==> config.mk <==
export PLATFORM = sky130hd
export DESIGN_NAME = rx_frame_capture
export DESIGN_NICKNAME = d
export VERILOG_FILES = /design/src/rtl/rx_frame_capture.sv
export SDC_FILE = /design/constraint.sdc
export NUM_CORES = 1
export LEC_CHECK = 0
export ABC_AREA = 0
export ABC_CLOCK_PERIOD_IN_PS = 5600
export CORE_UTILIZATION = 40
export CTS_CLUSTER_DIAMETER = 40
export CTS_CLUSTER_SIZE = 30
export DETAILED_ROUTE_END_ITERATION = 8
export HOLD_SLACK_MARGIN = 0.15
export SETUP_SLACK_MARGIN = 0.4
export SLEW_MARGIN = 15
export SYNTH_ARGS = -nofsm -noshare
export SYNTH_HDL_FRONTEND = slang
export SYNTH_SLANG_ARGS = --single-unit
export TNS_END_PERCENT = 5
==> constraint.sdc <==
create_clock -name clk -period 5.6 [get_ports clk]
set_input_delay 0.56 -clock clk [delete_from_list [all_inputs] [get_ports clk]]
set_output_delay 0.56 -clock clk [all_outputs]
set_load 0.005 [all_outputs]
==> src/rtl/rx_frame_capture.sv <==
// rx_frame_capture: double-buffered capture of ISO/IEC 14443A receive frames.
// One bank is filled by the receiver while the other holds the last completed
// frame for readback. Define RX_FRAME_CAPTURE_CRC_EN to add CRC_A checking of
// the published frame; without it last_crc_ok is tied to 0.
module rx_frame_capture #(
   parameter int DEPTH       = 16,
   parameter int COUNT_WIDTH = 8
) (
   input  logic                         clk,
   input  logic                         rst,
   input  logic                         soc,
   input  logic                         eoc,
   input  logic [7:0]                   data,
   input  logic [2:0]                   data_bits,
   input  logic                         data_valid,
   input  logic                         sequence_error,
   input  logic                         parity_error,
   input  logic [$clog2(DEPTH)-1:0]     rd_addr,
   output logic [7:0]                   rd_data,
   output logic [3:0]                   rd_bits,
   output logic [$clog2(DEPTH+1)-1:0]   last_bytes,
   output logic                         last_overflow,
   output logic                         last_parity_err,
   output logic                         last_seq_err,
   output logic                         last_crc_ok,
   output logic                         in_frame,
   output logic                         frame_done,
   output logic [COUNT_WIDTH-1:0]       frame_count
);

   localparam int AW = $clog2(DEPTH);
   localparam int BW = $clog2(DEPTH + 1);
   localparam logic [BW-1:0] FULL = BW'(DEPTH);

   typedef enum logic {IDLE = 1'b0, CAPTURE = 1'b1} state_t;

   state_t state, state_n;

   logic [7:0] mem_data [0:1][0:DEPTH-1];
   logic [3:0] mem_bits [0:1][0:DEPTH-1];

   logic          wbank, wbank_n;
   logic [BW-1:0] wr_ptr, wr_ptr_n;
   logic          ovf, ovf_n, par, par_n, seq, seq_n;
   logic          publish, wr_en, wr_new, wsel;
   logic [AW-1:0] wr_addr;
   logic [3:0]    wr_bits;
   logic [BW-1:0] pub_bytes;
   logic          pub_ovf, pub_par, pub_seq, pub_crc_ok;
   logic [BW-1:0] last_bytes_n;
   logic          rbank, fwd;

   assign wr_bits  = (data_bits == 3'd0) ? 4'd8 : {1'b0, data_bits};
   assign in_frame = (state == CAPTURE);

   // Next state, working pointer/flags and publish/write decisions.
   // A soc in the same cycle as other events means this cycle's byte and
   // errors belong to the new frame; without soc they close out the old one.
   always_comb begin
      state_n   = state;
      wbank_n   = wbank;
      wr_ptr_n  = wr_ptr;
      ovf_n     = ovf;
      par_n     = par;
      seq_n     = seq;
      publish   = 1'b0;
      wr_en     = 1'b0;
      wr_new    = 1'b0;
      wsel      = wbank;
      wr_addr   = wr_ptr[AW-1:0];
      if (state == CAPTURE && !soc) begin
         if (data_valid) begin
            if (wr_ptr != FULL) begin
               wr_en    = 1'b1;
               wr_ptr_n = wr_ptr + BW'(1);
            end else begin
               ovf_n = 1'b1;
            end
         end
         if (parity_error)   par_n = 1'b1;
         if (sequence_error) seq_n = 1'b1;
      end
      pub_bytes = wr_ptr_n;
      pub_ovf   = ovf_n;
      pub_par   = par_n;
      pub_seq   = seq_n;
      if (state == CAPTURE && eoc) begin
         publish = 1'b1;
         wbank_n = ~wbank;
         state_n = IDLE;
      end
      if (soc) begin
         state_n  = CAPTURE;
         wsel     = wbank_n;
         wr_addr  = '0;
         ovf_n    = 1'b0;
         par_n    = parity_error;
         seq_n    = sequence_error;
         wr_new   = data_valid;
         wr_en    = data_valid;
         wr_ptr_n = data_valid ? BW'(1) : '0;
      end
   end

`ifdef RX_FRAME_CAPTURE_CRC_EN
   logic [15:0] crc, crc_n, crc_cur;
   logic        crc_bad, crc_bad_n, bad_cur;

   function automatic logic [15:0] crc_a_byte(input logic [15:0] c_in, input logic [7:0] b);
      logic [15:0] c;
      c = c_in ^ {8'h00, b};
      for (int i = 0; i < 8; i++)
         c = c[0] ? ((c >> 1) ^ 16'h8408) : (c >> 1);
      return c;
   endfunction

   // Running CRC_A over stored full bytes; a stored partial byte poisons it
   always_comb begin
      crc_cur = crc;
      bad_cur = crc_bad;
      if (wr_en && !wr_new) begin
         if (data_bits == 3'd0) crc_cur = crc_a_byte(crc, data);
         else                   bad_cur = 1'b1;
      end
      crc_n     = crc_cur;
      crc_bad_n = bad_cur;
      if (soc) begin
         crc_n     = 16'h6363;
         crc_bad_n = 1'b0;
         if (wr_new) begin
            if (data_bits == 3'd0) crc_n = crc_a_byte(16'h6363, data);
            else                   crc_bad_n = 1'b1;
         end
      end
      pub_crc_ok = (pub_bytes >= BW'(3)) && (crc_cur == 16'h0000) && !pub_ovf && !bad_cur;
   end

   // CRC working state
   always_ff @(posedge clk) begin
      if (rst) begin
         crc     <= 16'h6363;
         crc_bad <= 1'b0;
      end else begin
         crc     <= crc_n;
         crc_bad <= crc_bad_n;
      end
   end
`else
   assign pub_crc_ok = 1'b0;
`endif

   // Capture state register
   always_ff @(posedge clk) begin
      if (rst) state <= IDLE;
      else     state <= state_n;
   end

   // Working capture control and the published frame descriptor
   always_ff @(posedge clk) begin
      if (rst) begin
         wbank           <= 1'b0;
         wr_ptr          <= '0;
         ovf             <= 1'b0;
         par             <= 1'b0;
         seq             <= 1'b0;
         last_bytes      <= '0;
         last_overflow   <= 1'b0;
         last_parity_err <= 1'b0;
         last_seq_err    <= 1'b0;
         last_crc_ok     <= 1'b0;
         frame_count     <= '0;
         frame_done      <= 1'b0;
      end else begin
         wbank      <= wbank_n;
         wr_ptr     <= wr_ptr_n;
         ovf        <= ovf_n;
         par        <= par_n;
         seq        <= seq_n;
         frame_done <= publish;
         if (publish) begin
            last_bytes      <= pub_bytes;
            last_overflow   <= pub_ovf;
            last_parity_err <= pub_par;
            last_seq_err    <= pub_seq;
            last_crc_ok     <= pub_crc_ok;
            frame_count     <= frame_count + COUNT_WIDTH'(1);
         end
      end
   end

   // Bank write port; contents need no reset since reads are masked by last_bytes
   always_ff @(posedge clk) begin
      if (wr_en) begin
         mem_data[wsel][wr_addr] <= data;
         mem_bits[wsel][wr_addr] <= wr_bits;
      end
   end

   // Reads look at the bank and length that will be published after this edge,
   // forwarding a byte that is written to that bank on the same edge.
   assign last_bytes_n = publish ? pub_bytes : last_bytes;
   assign rbank        = ~wbank_n;
   assign fwd          = wr_en && (wsel == rbank) && (wr_addr == rd_addr);

   // Registered read of the published bank
   always_ff @(posedge clk) begin
      if (rst) begin
         rd_data <= 8'h00;
         rd_bits <= 4'd0;
      end else if (BW'(rd_addr) < last_bytes_n) begin
         rd_data <= fwd ? data    : mem_data[rbank][rd_addr];
         rd_bits <= fwd ? wr_bits : mem_bits[rbank][rd_addr];
      end else begin
         rd_data <= 8'h00;
         rd_bits <= 4'd0;
      end
   end

endmodule

==> results of run 1 <==
[synthesized netlist by cell type (7+ instances only)]
master	count	area [sq um]
o221ai_1	11	96.34
nor2_1	73	274.0
nand3_1	14	70.07
edfxtp_1	384	11530
buf_6	7	78.83
buf_4	11	82.58
o22ai_1	17	106.4
mux2i_1	56	560.5
nor3_1	10	50.05
nor4bb_1	10	100.1
a22oi_1	22	165.2
nand4_1	17	106.4
dfxtp_1	39	780.8
mux2_2	12	135.1
o21ai_0	17	85.08
nand2b_1	9	56.30
a211oi_1	7	52.55
nand2_1	27	101.4
buf_2	18	90.09
mux4_2	63	1419
xor2_1	7	61.31
a21oi_1	14	70.07
clkbuf_1	22	82.58
[logic make-up after synthesis]
family	count (synthesis)	share of synthesized area
AND/OR/NAND/NOR	185	0.05607
adder cells (fa/ha/maj)	6	0.004473
multiplexers	136	0.1338
other	1	0.0002234
buffers and inverters	67	0.02289
flip-flops	423	0.7336
AO/OA/AOI/OAI	104	0.04265
XOR/XNOR	12	0.006263
[power groups by stage]
stage | Sequential, mW | Combinational, mW | Clock [mW]
finish | 3.48 | 0.388 | 3.54
global route | 3.48 | 0.415 | 3.72
CTS | 3.48 | 0.392 | 3.60
detailed placement | 3.55 | 0.391 | 0
global placement | 3.55 | 0.388 | 0
floorplan | 3.53 | 0.236 | 0
[per-stage QoR]
stage	power (mW)	hold WS, ps	worst slack, ps	area [sq um]
finish	7.415	474.5	2298	19860
global route	7.621	508.7	2181	19860
CTS	7.476	478.9	2382	19850
detailed placement	3.938	470.1	1759	17950
global placement	3.935	461.9	1833	17940
floorplan	3.770	450.2	3013	16780
[worst paths after layout]
| check | startpoint | end | slack (ps) | cells after the start |
|---|---|---|---|---|
| setup / recovery | rd_addr[3] | rd_bits[1] | 2300 | 7 |
| hold / removal | par | par | 470 | 2 |
| setup reg to reg | wr_ptr[3] | rd_data[2] | 2450 | 9 |
| hold reg to reg | par | par | 470 | 2 |
[registers in the layout (all words and copies together) (netlist names), 4 cells and up]
signal / flops
frame_count: 8
last_bytes: 5
mem_bits: 128
mem_data: 256
rd_bits: 4
rd_data: 8
wr_ptr: 5
[routing by layer]
metal	vias to the layer above	wire length (um)	global-route usage
li1	3966	-	-
met1	4587	17330	0.2681
met2	338	18430	0.2913
met3	68	3328	0.05887
met4	2	1089	0.07430
met5	-	13	0
[area by class of cell]
cell class,instances,area [sq um],share of cell area
diodes,3,7.507,0.0003779
well taps,532,665.6,0.03351
flip-flops and latches,423,12310,0.6198
inverters,6,22.52,0.001134
multi-input cells,444,4096,0.2062
clock inverters,43,416.7,0.02098
clock buffers,63,1491,0.07508
repair buffers,97,852.1,0.04289
[placed cells by master, fill, tap and decap left out, types with 17 or more instances in the layout]
| cell type | netlist | routed |
|---|---|---|
| o22ai_1 | 17 | 17 |
| nand2_1 | 27 | 27 |
| mux4_2 | 63 | 63 |
| a22oi_1 | 22 | 22 |
| o21ai_0 | 17 | 17 |
| buf_4 | 11 | 46 |
| mux2i_1 | 56 | 56 |
| edfxtp_1 | 384 | 384 |
| clkbuf_16 | 0 | 59 |
| nor2_1 | 73 | 71 |
| dfxtp_1 | 39 | 39 |
| nand4_1 | 17 | 17 |
| clkdlybuf4s50_1 | 0 | 49 |
[worst max-delay path, delay by kind of cell]
kind / cells / cell delay (ps)
and+or+nand+nor: 4 / 1110
buffers and inverters: 1 / 1080
AOI/OAI and AO/OA: 2 / 970
==> results.json, run 1 <==
{
  "htreeDepth": 2,
  "period_needed_ps": 3302,
  "hold_viol_final": 0,
  "io_buffers": 51,
  "drt-initial-drc-count": 833,
  "placementRows": 74,
  "synth_edf_count": 384,
  "cts.repair.resized": 0,
  "synth_flop_cell": "edfxtp_1",
  "grt_max_degree": 69,
  "worstSetupPathType": "input port to flop",
  "io_pins": 53,
  "slew_viol_final": 0,
  "ys_seq_area_frac": 0.7336,
  "clock_latency_ps": 610,
  "clock-sinks": 423,
  "die_height_um": 206.8,
  "slowest_stage": "clkdlybuf4s50_1",
  "instances_no_fill": 1611,
  "netlist_area_sq_um": 16780,
  "dr_total_vias": 8961,
  "viasPerCell": 5.562,
  "worst_slew_pin_slew_ps": 1201,
  "swShare": 0.2323,
  "placed_cells": 1502,
  "dp_hpwl_um": 24900,
  "antenna_found_initial": 3,
  "ys_types": 61,
  "fillers": 3436,
  "status": "finished, violations left",
  "p_leak_nw": 6.567,
  "grt_util_all_layers": 0.1948,
  "arrival_ps": 3740,
  "synthArstFlopShare": 0,
  "maxCapViolations": 0,
  "final_nets": 1058,
  "first_pass_iters": 7,
  "numCtsBuffers": 58,
  "wl_per_cell_um": 24.95,
  "max_freq_mhz": 302.9,
  "path_clk_slew_ps": 60,
  "drc": 22,
  "crit_path_end_kind": "flop",
  "cts_tree": "built",
  "pwr-share-clk": 0.478,
  "clk_root_buffer_cell": "clkbuf_16",
  "syn_to_final_growth_pct": 18.36,
  "failed_checks": "DRC",
  "power_per_cell_area_nw_per_um2": 373.3,
  "cts_setup_buffers": 0,
  "grt_pass1_vias": 8858,
  "gp_congestion": 0.9036,
  "power.internal_mw": 5.693,
  "ctsLongestPathBuffers": 3,
  "setup_total_negative_slack_ps": 0,
  "switchingPower_mw": 1.722,
  "synth_nets": 962,
  "finalSetupViolations": 0,
  "rsz0062_at_grt": "false",
  "route.antenna.remaining_nets": 0,
  "worst_clock_skew_ps": 30.86,
  "required_ps": 6040,
  "post-route-util": 0.4832,
  "core_sq_um": 41110,
  "yosysWarnings": 0,
  "fin_crit_sh": 0.5896,
  "path_cells": "clkdlybuf4s50_1, nor2_1, a22oi_1, a2111o_1, nor2b_1, nand3_1, nor4bb_1",
  "initial_core_util": 0.4082,
  "gr-total-overflow": 0,
  "hold_path_class": "flop to flop",
  "dieArea_sq_um": 42780,
  "start_kind": "input port",
  "critPathMaxFanout": 25,
  "ys_seq_elements": 423,
  "netlist_instances": 934,
  "die_w_um": 206.8,
  "power_frac_comb": 0.052,
  "layout-drive-gt1-share": 0.2147,
  "seq_power_share": 0.470,
  "ir_drop_v": 0.0002511,
  "max_stage_delay_ps": 1080,
  "cts_hold_buf": 0,
  "finalWirelength_um": 40190,
  "slew_headroom": 0.1942,
  "syn_area_per_cell_sq_um": 17.97,
  "grt_pass1_wl_um": 59250
}
Power figures use the tool's default switching activity.
==> run 2, diff against run 1 <==
--- a/config.mk
+++ b/config.mk
@@ -6,7 +6,7 @@
 export NUM_CORES = 1
 export LEC_CHECK = 0
 export ABC_AREA = 0
-export ABC_CLOCK_PERIOD_IN_PS = 5600
+export ABC_CLOCK_PERIOD_IN_PS = 2720
 export CORE_UTILIZATION = 40
 export CTS_CLUSTER_DIAMETER = 40
 export CTS_CLUSTER_SIZE = 30
==> constraint.sdc (replaced) <==
create_clock -name clk -period 2.72 [get_ports clk]
set_input_delay 0.272 -clock clk [delete_from_list [all_inputs] [get_ports clk]]
set_output_delay 0.272 -clock clk [all_outputs]
set_load 0.005 [all_outputs]
==> run 2 against run 1 <==
  * The flow still finishes with violations (DRC)
  * Clock skew decreased by 16 ps
  * Die area unchanged
  * Final area up 3.7%
  * Highest routed layer unchanged
  * Core utilization grew 1.8 points
  * Hold slack worse by 170 ps
  * Clock power is 87% higher
  * Clock-buffer cell count down 11
==> results.json, run 2 (synthesized netlist as in run 1, its figures left out) <==
{
  "initial_core_util": 0.4082,
  "multi_input_comb_area_sq_um": 4257,
  "grt_max_degree": 34,
  "critPathLaunch": "in_frame",
  "clock_latency_ps": 580,
  "regMostFlops": "mem_data",
  "period_needed_ps": 2412,
  "critPathMaxFanout": 6,
  "p_leak_nw": 6.868,
  "power_per_cell_area_nw_per_um2": 712.8,
  "worst_slew_pin_slew_ps": 1212,
  "die_height_um": 206.8,
  "antenna_found_initial": 1,
  "report.power.total_mw": 14.68,
  "required_ps": 3190,
  "worst_clock_skew_ps": 15.08,
  "fin_crit_sh": 0.8868,
  "die_w_um": 206.8,
  "largest_reg_flops": 256,
  "rsz0062_at_grt": "true",
  "dieArea_sq_um": 42780,
  "core_sq_um": 41110,
  "crit_path_end_kind": "flop",
  "drc": 10,
  "numCtsBuffers": 50,
  "cts_hold_buf": 0,
  "fillers": 3354,
  "drt-initial-drc-count": 867,
  "clock-sinks": 423,
  "hold_viol_final": 0,
  "maxCapViolations": 0,
  "viasPerCell": 5.543,
  "io_pins": 53,
  "gp_congestion": 0.8591,
  "final_common_cell": "edfxtp_1",
  "n_antenna_cell": 0,
  "arrival_ps": 2880,
  "holdCritStartpoint": "sequence_error",
  "placed_cells": 1561,
  "placementRows": 74,
  "final_cell_mix": "edfxtp_1 (384), buf_4 (82), nor2_1 (71)",
  "first_pass_iters": 9,
  "start_kind": "flop",
  "max_freq_mhz": 414.6,
  "slew_viol_final": 0,
  "r2r_start": "in_frame",
  "dp_hpwl_um": 25970,
  "htreeDepth": 2,
  "io_buffers": 51,
  "finalSetupViolations": 0,
  "grt_pass1_vias": 9287,
  "max_stage_delay_ps": 350,
  "wl_per_cell_um": 24.59,
  "grt_pass1_wl_um": 59720,
  "slowest_stage": "dfxtp_4",
  "path_clk_slew_ps": 60,
  "finalWirelength_um": 40750,
  "dr_total_vias": 9184,
  "slew_headroom": 0.1906,
  "instances_no_fill": 1657,
  "status": "finished, violations left",
  "gr-total-overflow": 0,
  "route.antenna.remaining_nets": 0,
  "ctsLongestPathBuffers": 3,
  "worstSetupPathType": "flop to flop",
  "failed_checks": "DRC",
  "grt_util_all_layers": 0.1959,
  "final_nets": 1113,
  "seq_area_sq_um": 12320,
  "path_cells": "and3b_2, nand4_1, xor2_1, nor2_1, a21oi_2, ha_4, a211oi_4, a21oi_4, buf_8, nor4bb_1",
  "hold_path_class": "input port to flop",
  "clk_root_buffer_cell": "clkbuf_16",
  "layout-drive-gt1-share": 0.2747,
  "cts_tree": "built",
  "ir_drop_v": 0.0004514,
  "reg.largest.list": "mem_data x256, mem_bits x128",
  "syn_to_final_growth_pct": 22.75
}
run 2: final timing paths:
path,slack [ps],depth (start not counted),end
worst max register to register,310,10,rd_data[3]
worst min-delay path,310,3,seq
worst max-delay path,310,10,rd_data[3]
worst min register to register,490,2,seq
run 2: area by class of cell:
| type | instances | area share |
|---|---|---|
| inverters | 6 | 0.001093 |
| clock inverters | 40 | 0.01938 |
| multi-input cells | 444 | 0.2066 |
| repair buffers | 160 | 0.08005 |
| clock buffers | 52 | 0.06262 |
| well taps | 532 | 0.03231 |
| flip-flops and latches | 423 | 0.5979 |
run 2: worst max-delay path: cells and delay by family (launching register included):
family	cells	cell delay, ps
AOI/OAI and AO/OA	3	570
DFF	1	350
xor gates and xnor gates	1	220
adders and majority gates	1	250
buffers and inverters	1	170
and+or+nand+nor	4	740
run 2: per-stage QoR:
stage / TNS (ps) / utilization / hold WS (ps) / cell area, sq um / setup slack (ps)
2_1_floorplan: 0 / - / 370.9 / 16780 / 316.8
3_3_place_gp: -34.11 / 0.4549 / 460.6 / 18700 / -13.11
3_5_place_dp: -187.9 / 0.4549 / 472.8 / 18700 / -75.51
4_1_cts: 0 / 0.4972 / 285.0 / 20440 / 405.7
5_1_grt: 0 / 0.5011 / 327.8 / 20600 / 233.3
6_report: 0 / 0.5011 / 306.5 / 20600 / 307.8
run 2: what timing repair did:
action	in CTS	in global routing
setup endpoints to repair	12	108
pin swaps	8	13
gates cloned	1	0
resized for setup	10	24
buffers inserted	1	2
run 2: where the power goes:
part	internal [mW]	leakage, nW	switching (mW)	total [mW]
logic	0.417	2.29	0.509	0.925
registers	7.12	3.78	0.0296	7.15
clock network	3.71	0.801	2.90	6.61
total	11.2	6.87	3.44	14.7
run 2: per-layer routing:
| metal | vias to the layer above | part of all wire | GRT usage |
|---|---|---|---|
| met4 | 2 | 0.035 | 0.07795 |
| met2 | 263 | 0.46 | 0.3024 |
| met1 | 4756 | 0.45 | 0.2736 |
| met3 | 78 | 0.053 | 0.03815 |
| met5 | - | 0.00032 | 0 |
| li1 | 4085 | - | - |
==> run 3, diff against run 2 <==
--- a/config.mk
+++ b/config.mk
@@ -11,7 +11,7 @@
 export CTS_CLUSTER_DIAMETER = 40
 export CTS_CLUSTER_SIZE = 30
 export DETAILED_ROUTE_END_ITERATION = 8
-export HOLD_SLACK_MARGIN = 0.15
+export PLACE_DENSITY = 0.69
 export SETUP_SLACK_MARGIN = 0.4
 export SLEW_MARGIN = 15
 export SYNTH_ARGS = -nofsm -noshare
==> run 3 against run 2 <==
  * The run still ends with DRC left
  * Total power decreased by 2.4%
  * Hold slack improved by 46 ps
  * Fmax decreased by 0.20%
  * Combinational power decreased by 1%
  * Sequential share of layout area increased by 0.75 points
  * Largest cell class unchanged
==> results.json, run 3 (synthesized netlist as in run 1, its figures left out) <==
{
  "largest_reg_flops": 256,
  "grt_pass1_wl_um": 57790,
  "drc": 5,
  "viasPerCell": 5.585,
  "setup_total_negative_slack_ps": 0,
  "holdCritStartpoint": "parity_error",
  "hold_end": "par",
  "antenna_found_initial": 0,
  "grt.busiest_layer": "met2",
  "ir_drop_v": 0.0004027,
  "finalWirelength_um": 38650,
  "r2r_cells": 10,
  "status": "finished, violations left",
  "seq_power_share": 0.498,
  "slowest_stage": "dfxtp_4",
  "drt-initial-drc-count": 918,
  "grt_max_degree": 51,
  "fillers": 3336,
  "n_antenna_cell": 0,
  "clk_root_buffer_cell": "clkbuf_16",
  "cts_tree": "built",
  "gp_congestion": 0.8572,
  "instances_no_fill": 1656,
  "r2r_start": "in_frame",
  "rsz0062_at_grt": "true",
  "post-route-util": 0.4948,
  "grt_pass1_vias": 9122,
  "hold_path_class": "input port to flop",
  "cts_hold_buf": 0,
  "grt.met1_usage": 0.2616,
  "r2r_slack_ps": 300,
  "final_common_cell": "edfxtp_1",
  "placementRows": 74,
  "power_frac_comb": 0.064,
  "swShare": 0.2278,
  "clock_latency_ps": 560,
  "final_nets": 1113,
  "grt_util_all_layers": 0.1841,
  "critPathMaxFanout": 12,
  "failed_checks": "DRC",
  "numCtsBuffers": 48,
  "hold_viol_final": 0,
  "crit_path_end_kind": "flop",
  "dr_total_vias": 9249,
  "slew_headroom": 0.4382,
  "route.antenna.remaining_nets": 0,
  "first_pass_iters": 9,
  "initial_core_util": 0.4082,
  "ctsLongestPathBuffers": 3,
  "regMostFlops": "mem_data",
  "layout-drive-gt1-share": 0.2616,
  "pwr-share-clk": 0.438,
  "hold_depth": 3,
  "required_ps": 3190,
  "core_sq_um": 41110,
  "worst-path-buf-inv": 1,
  "worst_slew_pin_slew_ps": 839.5,
  "dp_hpwl_um": 24520,
  "clock-sinks": 423,
  "grt_use_met2": 0.2910,
  "power.internal_mw": 11.07,
  "htreeDepth": 2,
  "start_kind": "flop",
  "switchingPower_mw": 3.265,
  "worst_clock_skew_ps": 37.08,
  "die_height_um": 206.8,
  "crit_path_frequent_cell": "a21oi_2",
  "whs_ps": 352.7,
  "finalSetupViolations": 0,
  "max_freq_mhz": 413.7,
  "dieArea_sq_um": 42780,
  "worstSetupPathType": "flop to flop",
  "gr-total-overflow": 0,
  "wl_per_cell_um": 23.34,
  "syn_to_final_growth_pct": 21.21,
  "cpLargestDelayFamily": "simple AND/OR/NAND/NOR gates",
  "r2r_end": "rd_bits[2]",
  "final_cell_mix": "edfxtp_1 (384), buf_4 (93), nor2_1 (72)",
  "slew_viol_final": 0,
  "grtUsageMet3": 0.03077,
  "path_cells": "and3b_2, nand4_1, xor2_1, nor2_1, a21oi_2, ha_4, a211oi_4, a21oi_2, buf_12, nor4bb_2",
  "p_leak_nw": 6.798,
  "power_per_cell_area_nw_per_um2": 704.8,
  "path_clk_slew_ps": 70,
  "io_buffers": 51,
  "maxCapViolations": 0,
  "fin_crit_sh": 0.8886,
  "reg.largest.list": "mem_data x256, mem_bits x128",
  "max_stage_delay_ps": 380,
  "die_w_um": 206.8,
  "placed_cells": 1563,
  "io_pins": 53,
  "arrival_ps": 2880,
  "period_needed_ps": 2417
}
## run 3: per-layer routing
layer | share of wire | routed length, um
met1 | 0.43 | 16560
met2 | 0.47 | 18230
met3 | 0.073 | 2807
met4 | 0.027 | 1056
met5 | 0 | 0
## run 3: area by class of cell
cell class                 count  area [sq um]  share of cell area
inverter                       6         22.52            0.001107
tap                          532         665.6             0.03272
clock inverter                35         317.8             0.01562
multi-input combinational    444          4200              0.2065
clock buffer                  54          1255             0.06169
timing repair buffer         162          1565             0.07695
sequential                   423         12320              0.6054
## run 3: worst max path at each step
stage	from	endpoint	slack (ps)	depth (start not counted)
2_1_floorplan	in_frame	mem_bits[0][60]	320	9
3_5_place_dp	soc	rd_data[5]	-190	11
3_3_place_gp	soc	rd_data[0]	-100	11
5_1_grt	in_frame	rd_data[0]	150	10
6_report	in_frame	rd_bits[2]	300	10
4_1_cts	in_frame	rd_data[0]	350	11
## run 3: worst reg2reg max path, delay by kind of cell, from the launching register on
| family | cells | cell delay (ps) |
|---|---|---|
| simple gates | 4 | 730 |
| compound gates | 3 | 580 |
| flops | 1 | 380 |
| fa+ha+maj | 1 | 240 |
| xor+xnor | 1 | 210 |
| buf+inv | 1 | 180 |
## run 3: power groups by stage
stage          Combinational, mW  Sequential [mW]  Clock [mW]
2_1_floorplan              0.487             7.28           0
3_3_place_gp               0.869             7.28           0
3_5_place_dp               0.882             7.28           0
4_1_cts                    0.899             7.15        6.34
5_1_grt                    0.976             7.14        6.62
6_report                   0.912             7.15        6.28
## run 3: through the flow
stage / instance area [sq um] / setup slack, ps / power (mW)
floorplan: 16780 / 316.8 / 7.762
global placement: 18630 / -96.87 / 8.154
detailed placement: 18630 / -187.4 / 8.167
CTS: 20260 / 350.3 / 14.38
global route: 20340 / 147.2 / 14.74
finish: 20340 / 303.0 / 14.34
## run 3: repair_timing
action                                  in CTS  in global routing
setup buffers                                0                  4
endpoints found under the setup margin     102                 44
pin swaps                                    4                  4
cloned                                       0                  0
resized for setup                           11                  7
==> RTL edit: new RTL, flow settings as in run 3 <==
The parameter `COUNT_WIDTH` goes from 8 to 10.
--- a/src/rtl/rx_frame_capture.sv
+++ b/src/rtl/rx_frame_capture.sv
@@ -4,7 +4,7 @@
 // the published frame; without it last_crc_ok is tied to 0.
 module rx_frame_capture #(
    parameter int DEPTH       = 16,
-   parameter int COUNT_WIDTH = 8
+   parameter int COUNT_WIDTH = 10
 ) (
    input  logic                         clk,
    input  logic                         rst,
Interface: changed (resized frame_count); port bits go from 53 to 55. The function was not compared with the original's and may differ.
==> RTL edit against run 3 <==
- the flow still finishes with violations (DRC)
- routed wire length grew 1.9%
- sequential share of layout area is essentially flat
- non-clock buffer count grew 5
- sequential cell count grew 2
- area after synthesis shrank 0.15%
- design area grew 0.42%
- combinational power grew 2%
- setup slack lost 0.023 ns
- maximum frequency shrank 0.96%
- die area shrank 0.14%
- synthesized cell count grew 1.8%
- global-route usage grew 0.40 points
- power shrank 2.1%
- clock skew shrank 0.013 ns
- critical path type unchanged
- largest power group unchanged
- highest routed layer unchanged
==> RTL edit: results (changes against run 3) <==
stage	metric	value	unit	change
status	outcome	complete, but fails checks		
status	failing checks	DRC		
cells_and_area	Final Core Density	49.69	%	+0.21 points
cells_and_area	Layout Cells excl Fill	1674		+1.1%
yosys	Async S/R FF share, synth	0	%	unchanged
placed_design	Placement Cell Area	18840	µm²	+1.1%
cells_and_area	biggest regs	mem_data (256), mem_bits (128), frame_count (10)		
worst_setup_path	slowest CP cell	o21ai_1		
yosys	ranking of synthesized cells by instance count	384 x edfxtp_1, 95 x nand2_1, 77 x mux4_2		
routing	DR iter-0 viols	1080		+18%
worst_setup_path	crit-path max FO	11		-1
routing	Initial DRT Pass Iterations	8		-1
worst_setup_path	R2R depth	8		-2
sta	Worst-Margin Slew	0.7996	ns	-0.03994 ns
worst_setup_path	CP arrival	2.75	ns	-0.13 ns
global_routing	vias in the first global route	9403		+3.1%
cts	H-tree Lvls	2		unchanged
placed_design	I/O Buffers	53		+3.9%
cts	worst skew pair latency	0.56	ns	about the same
power	maximum VDD drop	0.5496	mV	+36%
routing	via count	9336		+0.94%
cells_and_area	Final #Nets	1136		+2.1%
placed_design	routability cong.	0.8610		+0.44%
placed_design	dpl ws	-0.08027	ns	+0.1072 ns
yosys	syn_nets	979		+1.8%
global_routing	first-pass GRT wire length	59.04	mm	+2.2%
placed_design	dpl cells	1591		+1.8%
sta	clk_skew	0.02373	ns	-0.01335 ns
routing	post-detailed-route wirelength per cell	23.53	µm	+0.84%
sta	Final setup viols	0		unchanged
worst_setup_path	Slowest Stage Delay on Critical Path	0.63	ns	+0.25 ns
yosys	post-synth cell types	63		+3.3%
yosys	ranking of synthesized cells by area	edfxtp_1 69%, mux4_2 10%, dfxtp_1 4.9%		
routing	DRC	6		+1
cells_and_area	layout cells sized above 1	26.64	%	+0.49 points
placed_design	Post-DP HPWL	24.40	mm	-0.50%
cts	Clock Tree Buf Depth	3		unchanged
yosys	sequential cell area fraction in the yosys report	73.71	%	+0.35 points
yosys	YS warnings	0		unchanged
yosys	Post-Syn Area per Cell	17.62	µm²	-1.9%
cells_and_area	Fillers	3373		+1.1%
global_routing	largest net degree at the start of global routing	35		-31%
power	Net Sw Frac	23.05	%	+0.27 points
min_path	hold path startpoint	sequence_error		
power	LEAKAGE	0.006832	µW	+0.50%
global_routing	Tot GR Track Use	18.80	%	+0.40 points
cts	number of CTS-inserted buffers	42		-13%
worst_setup_path	Worst setup startpoint	wr_ptr[1]$_SDFF_PP0_		
==> RTL edit: power groups by stage <==
stage	Sequential (µW)	Combinational, µW	Clock (µW)
2_1_floorplan	7310	463	0
3_3_place_gp	7310	878	0
3_5_place_dp	7310	895	0
4_1_cts	7170	921	6040
5_1_grt	7170	989	6300
6_report	7170	927	5950
==> RTL edit: final timing paths <==
| check | end | slack, ns |
|---|---|---|
| worst max-delay path | mem_data[1][61]$_DFFE_PP_ | 0.28 |
| worst min register to register | par$_SDFF_PP0_ | 0.48 |
| worst max register to register | mem_data[1][61]$_DFFE_PP_ | 0.28 |
| worst min-delay path | seq$_SDFF_PP0_ | 0.35 |
==> RTL edit: layer usage <==
layer  track usage (%)  vias to the layer above  part of all wire (%)
li1                  -                     4102                     -
met4             4.648                        0                   1.8
met1             26.60                     4796                    42
met3             3.344                       62                   7.8
met5                 0                        -                     0
met2             30.17                      376                    49
==> RTL edit: per-stage QoR <==
stage / setup TNS [ns] / power [µW]
floorplan: 0 / 7770
global placement: -0.001562 / 8189
detailed placement: -0.5785 / 8208
CTS: 0 / 14130
global route: 0 / 14460
finish: 0 / 14040
==> RTL edit: final cells by class <==
cell class | count | share of cell area [%]
Clock inverter | 31 | 1.782
Timing Repair Buffer | 167 | 8.269
Sequential cell | 425 | 60.51
Multi-Input combinational cell | 463 | 20.65
Antenna cell | 1 | 0.01225
Tap cell | 532 | 3.259
Inverter | 9 | 0.1899
Clock buffer | 46 | 5.323
==> RTL edit: cell families after synthesis <==
family | Yosys count | share of synthesized area, %
simple gates | 230 | 6.182
xor+xnor | 17 | 0.8886
mux | 104 | 12.36
flops | 425 | 73.71
fa+ha+maj | 6 | 0.4480
buf+inv | 63 | 1.792
compound gates | 105 | 4.599
other cells | 1 | 0.02238
==> RTL edit: worst max-delay path: cells and delay by family, from the launching register on <==
family | cells | cell delay, ns
AO/OA/AOI/OAI | 1 | 0.63
buffers and inverters | 2 | 0.29
flip-flops | 1 | 0.36
AND/OR/NAND/NOR | 4 | 0.81
adder cells (fa/ha/maj) | 1 | 0.11
==> RTL edit: what timing repair did <==
item,in CTS,in global routing
cloned,1,0
gates resized for setup,16,7
pin swaps,5,3
buffers inserted,3,1
setup endpoints to repair,106,108
